## src/rtl/shift_deserializer_if.sv

```systemverilog
// Handshake bundle between the serial source, the deserializer and the word consumer.
interface shift_deserializer_if #(
    parameter int unsigned WIDTH = 4
);
    logic             d;
    logic             start;
    logic             ready;
    logic [WIDTH-1:0] Q;
    logic             valid;
    logic             busy;

    // Deserializer side.
    modport slave (
        input  d,
        input  start,
        input  ready,
        output Q,
        output valid,
        output busy
    );

    // Stimulus / consumer side.
    modport master (
        output d,
        output start,
        output ready,
        input  Q,
        input  valid,
        input  busy
    );
endinterface

```

## src/rtl/shift_deserializer.sv

```systemverilog
// Serial-to-parallel stage: shifts WIDTH bits in MSB-first after a start,
// then holds the word with valid until the consumer accepts it.
module shift_deserializer #(
    parameter int unsigned WIDTH = 4
) (
    input  logic                 c,
    input  logic                 rn,
    shift_deserializer_if.slave  bus
);

    localparam int unsigned CW = $clog2(WIDTH);

    localparam logic [1:0] IDLE  = 2'b00;
    localparam logic [1:0] SHIFT = 2'b01;
    localparam logic [1:0] FULL  = 2'b10;

    logic [1:0]       state_q, state_d;
    logic [WIDTH-1:0] q_q,     q_d;
    logic [CW-1:0]    count_q, count_d;
    logic             valid_q, valid_d;
    logic             busy_q,  busy_d;

    // State and output registers.
    always_ff @(posedge c or negedge rn) begin
        if (!rn) begin
            state_q <= IDLE;
            q_q     <= '0;
            count_q <= '0;
            valid_q <= 1'b0;
            busy_q  <= 1'b0;
        end else begin
            state_q <= state_d;
            q_q     <= q_d;
            count_q <= count_d;
            valid_q <= valid_d;
            busy_q  <= busy_d;
        end
    end

    // Next-state and next-output logic.
    always_comb begin
        state_d = state_q;
        q_d     = q_q;
        count_d = count_q;
        valid_d = valid_q;
        busy_d  = busy_q;

        case (state_q)
            IDLE: begin
                if (bus.start) begin
                    state_d = SHIFT;
                    count_d = '0;
                    busy_d  = 1'b1;
                end
            end
            SHIFT: begin
                q_d = {q_q[WIDTH-2:0], bus.d};
                if (count_q == CW'(WIDTH - 1)) begin
                    state_d = FULL;
                    count_d = '0;
                    valid_d = 1'b1;
                    busy_d  = 1'b0;
                end else begin
                    count_d = count_q + CW'(1);
                end
            end
            FULL: begin
                // Accept with start asserted chains straight into the next word.
                if (bus.ready) begin
                    valid_d = 1'b0;
                    count_d = '0;
                    if (bus.start) begin
                        state_d = SHIFT;
                        busy_d  = 1'b1;
                    end else begin
                        state_d = IDLE;
                    end
                end
            end
            default: begin
                state_d = IDLE;
                count_d = '0;
                valid_d = 1'b0;
                busy_d  = 1'b0;
            end
        endcase
    end

    assign bus.Q     = q_q;
    assign bus.valid = valid_q;
    assign bus.busy  = busy_q;

endmodule

```

## src/flat_wrapper.sv

```systemverilog
// flat-port wrapper written by rule: the top's interface ports become plain ports
module shift_deserializer_flat 
#(
    parameter int unsigned WIDTH = 4
)
  (c, rn, bus_d, bus_start, bus_ready, bus_Q, bus_valid, bus_busy);
  shift_deserializer_if #(.WIDTH(WIDTH)) bus_i ();
  input  logic c;
  input  logic rn;
  input wire logic [$bits(bus_i.d)-1:0] bus_d;
  input wire logic [$bits(bus_i.start)-1:0] bus_start;
  input wire logic [$bits(bus_i.ready)-1:0] bus_ready;
  output wire logic [$bits(bus_i.Q)-1:0] bus_Q;
  output wire logic [$bits(bus_i.valid)-1:0] bus_valid;
  output wire logic [$bits(bus_i.busy)-1:0] bus_busy;
  assign bus_i.d = bus_d;
  assign bus_i.start = bus_start;
  assign bus_i.ready = bus_ready;
  assign bus_Q = bus_i.Q;
  assign bus_valid = bus_i.valid;
  assign bus_busy = bus_i.busy;
  shift_deserializer #(.WIDTH(WIDTH)) u_core (.c(c), .rn(rn), .bus(bus_i));
endmodule
```

## config.mk

```make
export PLATFORM = sky130hd
export DESIGN_NAME = shift_deserializer_flat
export DESIGN_NICKNAME = d
export VERILOG_FILES = /design/src/rtl/shift_deserializer_if.sv /design/src/rtl/shift_deserializer.sv /design/src/flat_wrapper.sv
export SDC_FILE = /design/constraint.sdc
export NUM_CORES = 1
export LEC_CHECK = 0
export CAP_MARGIN = 30
export CORE_AREA = 3 3 40 42
export DETAILED_ROUTE_END_ITERATION = 12
export DIE_AREA = 0 0 43 45
export SYNTH_ARGS = -nofsm -noshare
export SYNTH_HDL_FRONTEND = slang
export SYNTH_SLANG_ARGS = --single-unit
```

## constraint.sdc

```tcl
create_clock -name c -period 1.2 [get_ports c]
set_input_delay 0.24 -clock c [delete_from_list [all_inputs] [get_ports c]]
set_output_delay 0.24 -clock c [all_outputs]
set_load 0.03 [all_outputs]
```

# --- Yosys cells after proc, flatten, opt, wreduce, memory -nomap -nowiden ---
# Index checks and enable logic that the tools add are counted.
word_totals:
  register_bits: 10
  latch_bits: 0
  ram_bits: 0
  mem_bits_ro: 0
  in_bits: 5
  output_inout_bits: 6
  elab_cells: 34
  mem_count: 0
op_classes:
  n_addsub: 1
  n_mul: 0
  div_mod_pow: 0
  order_cmp: 0
  eq_ne: 6
  shifts: 0
  n_mux: 16
  n_bitwise: 1
  n_reduce_logical: 5
op_table:
  columns: ["cell", "count"]
  rows:
  - ["2-bit 2-to-1 mux", 6]
  - ["2-bit one-hot mux with 3 select lines", 2]
  - ["1-bit 2-to-1 mux", 6]
  - ["1-bit one-hot mux with 3 select lines", 2]
  - ["3-bit AND reduction", 2]
  - ["2-bit == test (second input constant)", 2]
  - ["2-bit inequality test (second input constant)", 2]
  - ["2-bit AND reduction", 2]
  - ["2-bit by 1-bit adder with 2-bit output (second input constant)", 1]
  - ["2-bit by 1-bit == test with 1-bit output (second input constant)", 1]
  - ["2-bit logical NOT", 1]
  - ["2-bit by 1-bit inequality test with 1-bit output (second input constant)", 1]
  - ["1-bit inverter", 1]

# --- Longest topological paths before layout ---
depth:
  ltp_word: 3
  mapped_depth: 4
  mapped_depth_nobuf: 4

# --- Least setup slack after synthesis ---
# Ideal clock, no wire load.
synth_path:
  path_kind: "register to register"
  startpoint: "reg u_core.count_q[0]"
  endpoint: "reg u_core.busy_q (netlist: u_core.bus.busy)"
  setup_ns: 0.131
  arrival_time_ns: 0.817
  required_time_ns: 1.069
  slack_ns: 0.252
  stages_incl_launch_ff: 5
  n_path_buf: 0
  period_less_slack_ns: 0.948
  cell_sequence: "dfrtp_1 ha_1 inv_1 a21oi_1 o22ai_1"
synth_via:
  elab_chain_cells: 3
synth_rtl:
  columns: ["element", "line_no", "text"]
  rows:
  - ["from (decl)", "shift_deserializer.sv:19", "logic [CW-1:0] count_q, count_d;"]
  - ["from (signal assigned)", "shift_deserializer.sv:34", "count_q <= count_d;"]
  - ["2-bit == test", "shift_deserializer.sv:58", "if (count_q == CW'(WIDTH - 1)) begin"]
  - ["2-bit by 1-bit inequality test with 1-bit output (no source line)", null, null]
  - ["2-bit AND reduction (no source line)", null, null]
  - ["to (signal assigned)", "shift_deserializer.sv:36", "busy_q <= busy_d;"]
  - ["to (decl)", "shift_deserializer.sv:21", "logic busy_q, busy_d;"]
# No other way between the ends.
# A chain may end at the register's enable or synchronous reset.

# --- Worst setup path after layout ---
layout_path:
  startpoint: "reg u_core.valid_q (netlist: u_core.bus.valid)"
  endpoint: "out bus_valid"
layout_rtl:
  columns: ["element", "line_no", "text"]
  rows:
  - ["from (decl)", "shift_deserializer.sv:20", "logic valid_q, valid_d;"]
  - ["from (signal assigned)", "shift_deserializer.sv:35", "valid_q <= valid_d;"]
  - ["to (decl)", "flat_wrapper.sv:14", "output wire logic [$bits(bus_i.valid)-1:0] bus_valid;"]
# No word-level cell between the ends.

==> results_dict.tcl <==
set metrics [dict create \
    status "finished clean" \
    worst_ep_required_time_ns 0.96 \
    drv_slew 0 \
    crit_path_start_kind "flop" \
    core_area_um2 1280 \
    grt_overflow 0 \
    fin_ws_ns 0.130 \
    grt_max_degree 11 \
    min_path_type "input port to asynchronous set/reset pin" \
    critPathMaxFanout 3 \
    utilization 0.444 \
    detail-route-antenna-nets 0 \
    regToRegSetupSlack_ns 0.13 \
    worstSetupPathType "flop to output port" \
    initial_utilization 0.340 \
    maxCapViolCount 0 \
    fp.dieArea_um2 1940 \
    synth_area_leader_cell "dfrtp_1" \
    vdd_drop_max_v 0.00117 \
    gp_congestion 0.766 \
    vias 361 \
    drc 0 \
    grt_pass1_wl_mm 1.44 \
    hpwl_um 611 \
    cellPowerDensity_nw_per_um2 2720 \
    synth_top_area_frac 0.573 \
    ys_ff_latch 10 \
    pre_cts_slack_ns -0.0603 \
    r2r-start "u_core.count_q[0]$_DFFE_PN0P_" \
    period_minus_slack_ns 1.07 \
    path_buf_inv 1 \
    fin_skew_ns 0.00605 \
    yosys_warnings 0 \
    tightest_slew_ns 0.285 \
    io_pins 11 \
    vias_per_cell 4.81 \
    crit_chain "buf_4" \
    reg2reg_depth 4 \
    slew_headroom 0.810 \
    p_switching_uw 664 \
    max_freq_mhz 935 \
    wire_per_inst_um 11.1 \
    cts_max_level 1 \
    setup_viol 0 \
    final-hold-violation-count 0 \
    antenna_cells 0 \
    r2r-end "u_core.bus.busy$_DFFE_PN0P_" \
    cts_tree "done" \
    cts_root_buffer "clkbuf_4" \
    synth_area_um2 437 \
    cts_setup_buffers 0 \
    yosys.cell_types.count 14 \
    critical_path.max_stage_delay_ns 0.40 \
    cts.sinks 10 \
    crit_family "flip-flops" \
    synth_nets 52 \
    ys_seq_area_frac 0.573 \
    drtPass1Iterations 4 \
    grt_usage 0.103 \
    leakagePower_uw 0.000269 \
    finalCritPeriodShare 0.891 \
    synth.most_common_cell "nand2_1" \
    syn_avg_cell_area_um2 9.49 \
    wirelength_um 829 \
    cp_slowest_cell "dfrtp_1" \
    path_clk_slew_ns 0.06 \
    combPwrFrac 0.457 \
    end_kind "output port" \
    syn2layout_area_growth_pct 30.7 \
    numCtsBuffers 3 \
    rows 13 \
    syn_inst 46 \
    synth_edf_count 0 \
    fp.dieW_um 43 \
    rsz0062_at_grt "false" \
    seqPwrFrac 0.401 \
    ys_async_sr_fraction 1.00 \
    clkPwrFrac 0.141 \
    die_y_um 45 \
    port_buffers 10 \
    intPower_uw 888 \
    crit_start "u_core.bus.valid$_DFFE_PN0P_" \
    cts_resized 0 \
    antenna_found_initial 0 \
    ys.flop_type "dfrtp_1" \
    worstPathArrival_ns 0.83 \
    synth_common_cells "nand2_1 (15), dfrtp_1 (10), o21ai_0 (4)" \
    drive_gt1_frac 0.200 \
    synthTopCellsByArea "dfrtp_1 (57%), nand2_1 (13%), o21ai_0 (4.6%), nor2b_1 (4.3%), a21oi_1 (3.4%)" \
    clk-insertion-delay-late_ns 0.26 \
    nets 68 \
    cts_buffer_depth 2 \
    swShare 0.428 \
    hold_buffers 0 \
    grt_pass1_vias 332 \
    first_iter_violations 11 \
]
worst max path at each step:
| stage | end | depth (start not counted) |
|---|---|---|
| final | bus_valid | 1 |
| after global routing | u_core.bus.busy$_DFFE_PN0P_ | 4 |
| after CTS | bus_valid | 1 |
| after detailed placement | u_core.count_q[0]$_DFFE_PN0P_ | 4 |
| after global placement | u_core.count_q[0]$_DFFE_PN0P_ | 4 |
| after floorplan | u_core.bus.busy$_DFFE_PN0P_ | 4 |
layer usage:
metal | part of all wire | GRT usage | vias to the layer above
met2 | 0.47 | 0.147 | 7
li1 | - | - | 186
met3 | 0.053 | 0.0478 | 0
met1 | 0.48 | 0.137 | 168
met5 | 0 | 0 | -
met4 | 0 | 0.0361 | 0
sequential cells by signal (all words and copies together) (netlist names):
signal	flops
u_core.bus.valid	1
u_core.state_q	2
u_core.bus.Q	4
u_core.count_q	2
u_core.bus.busy	1
cells in the final DEF, fill, tap and decap left out:
| cell type | count |
|---|---|
| nand2_1 | 15 |
| dfrtp_1 | 10 |
| buf_4 | 7 |
| o21ai_0 | 4 |
| clkdlybuf4s50_1 | 4 |
| a21oi_1 | 3 |
| nor2b_1 | 3 |
| clkbuf_4 | 3 |
| nor2_1 | 2 |
| o22ai_1 | 2 |
| and2b_1 | 1 |
| nand2b_2 | 1 |
| o31ai_2 | 1 |
| inv_1 | 1 |
| nand2b_1 | 1 |
| o21ai_1 | 1 |
| ha_1 | 1 |
cells by family (layout without fill, tap and decap cells):
kind of cell	Yosys count	in the layout	synth area share
buffers and inverters	1	15	0.00859
AOI/OAI and AO/OA	11	11	0.149
DFF	10	10	0.573
and+or+nand+nor	23	23	0.241
adders and majority gates	1	1	0.0286
through the flow:
step                      cells  TNS [ns]  power (uW)  cell area, um^2  hold slack [ns]
after floorplan              46         0        1100              437          -0.0556
after global placement       72   -0.0529        1340              548            0.463
after detailed placement     72    -0.109        1350              548            0.476
after CTS                    75         0        1580              571            0.272
after global routing         75         0        1710              571            0.271
final                        75         0        1550              571            0.270
final cells by class:
class	instances	area, um^2
well taps	15	18.8
fillers	133	714
multi-input cells	35	183
flip-flops and latches	10	250
clock buffers	3	22.5
repair buffers	11	92.6
inverters	1	3.75
power groups by stage:
stage | Clock, uW | Combinational (uW) | Sequential [uW]
final | 220 | 710 | 623
after global routing | 254 | 798 | 654
after CTS | 231 | 719 | 626
after detailed placement | 0 | 714 | 632
after global placement | 0 | 710 | 630
after floorplan | 0 | 322 | 774
No activity file was read; power rests on OpenSTA's default activity.
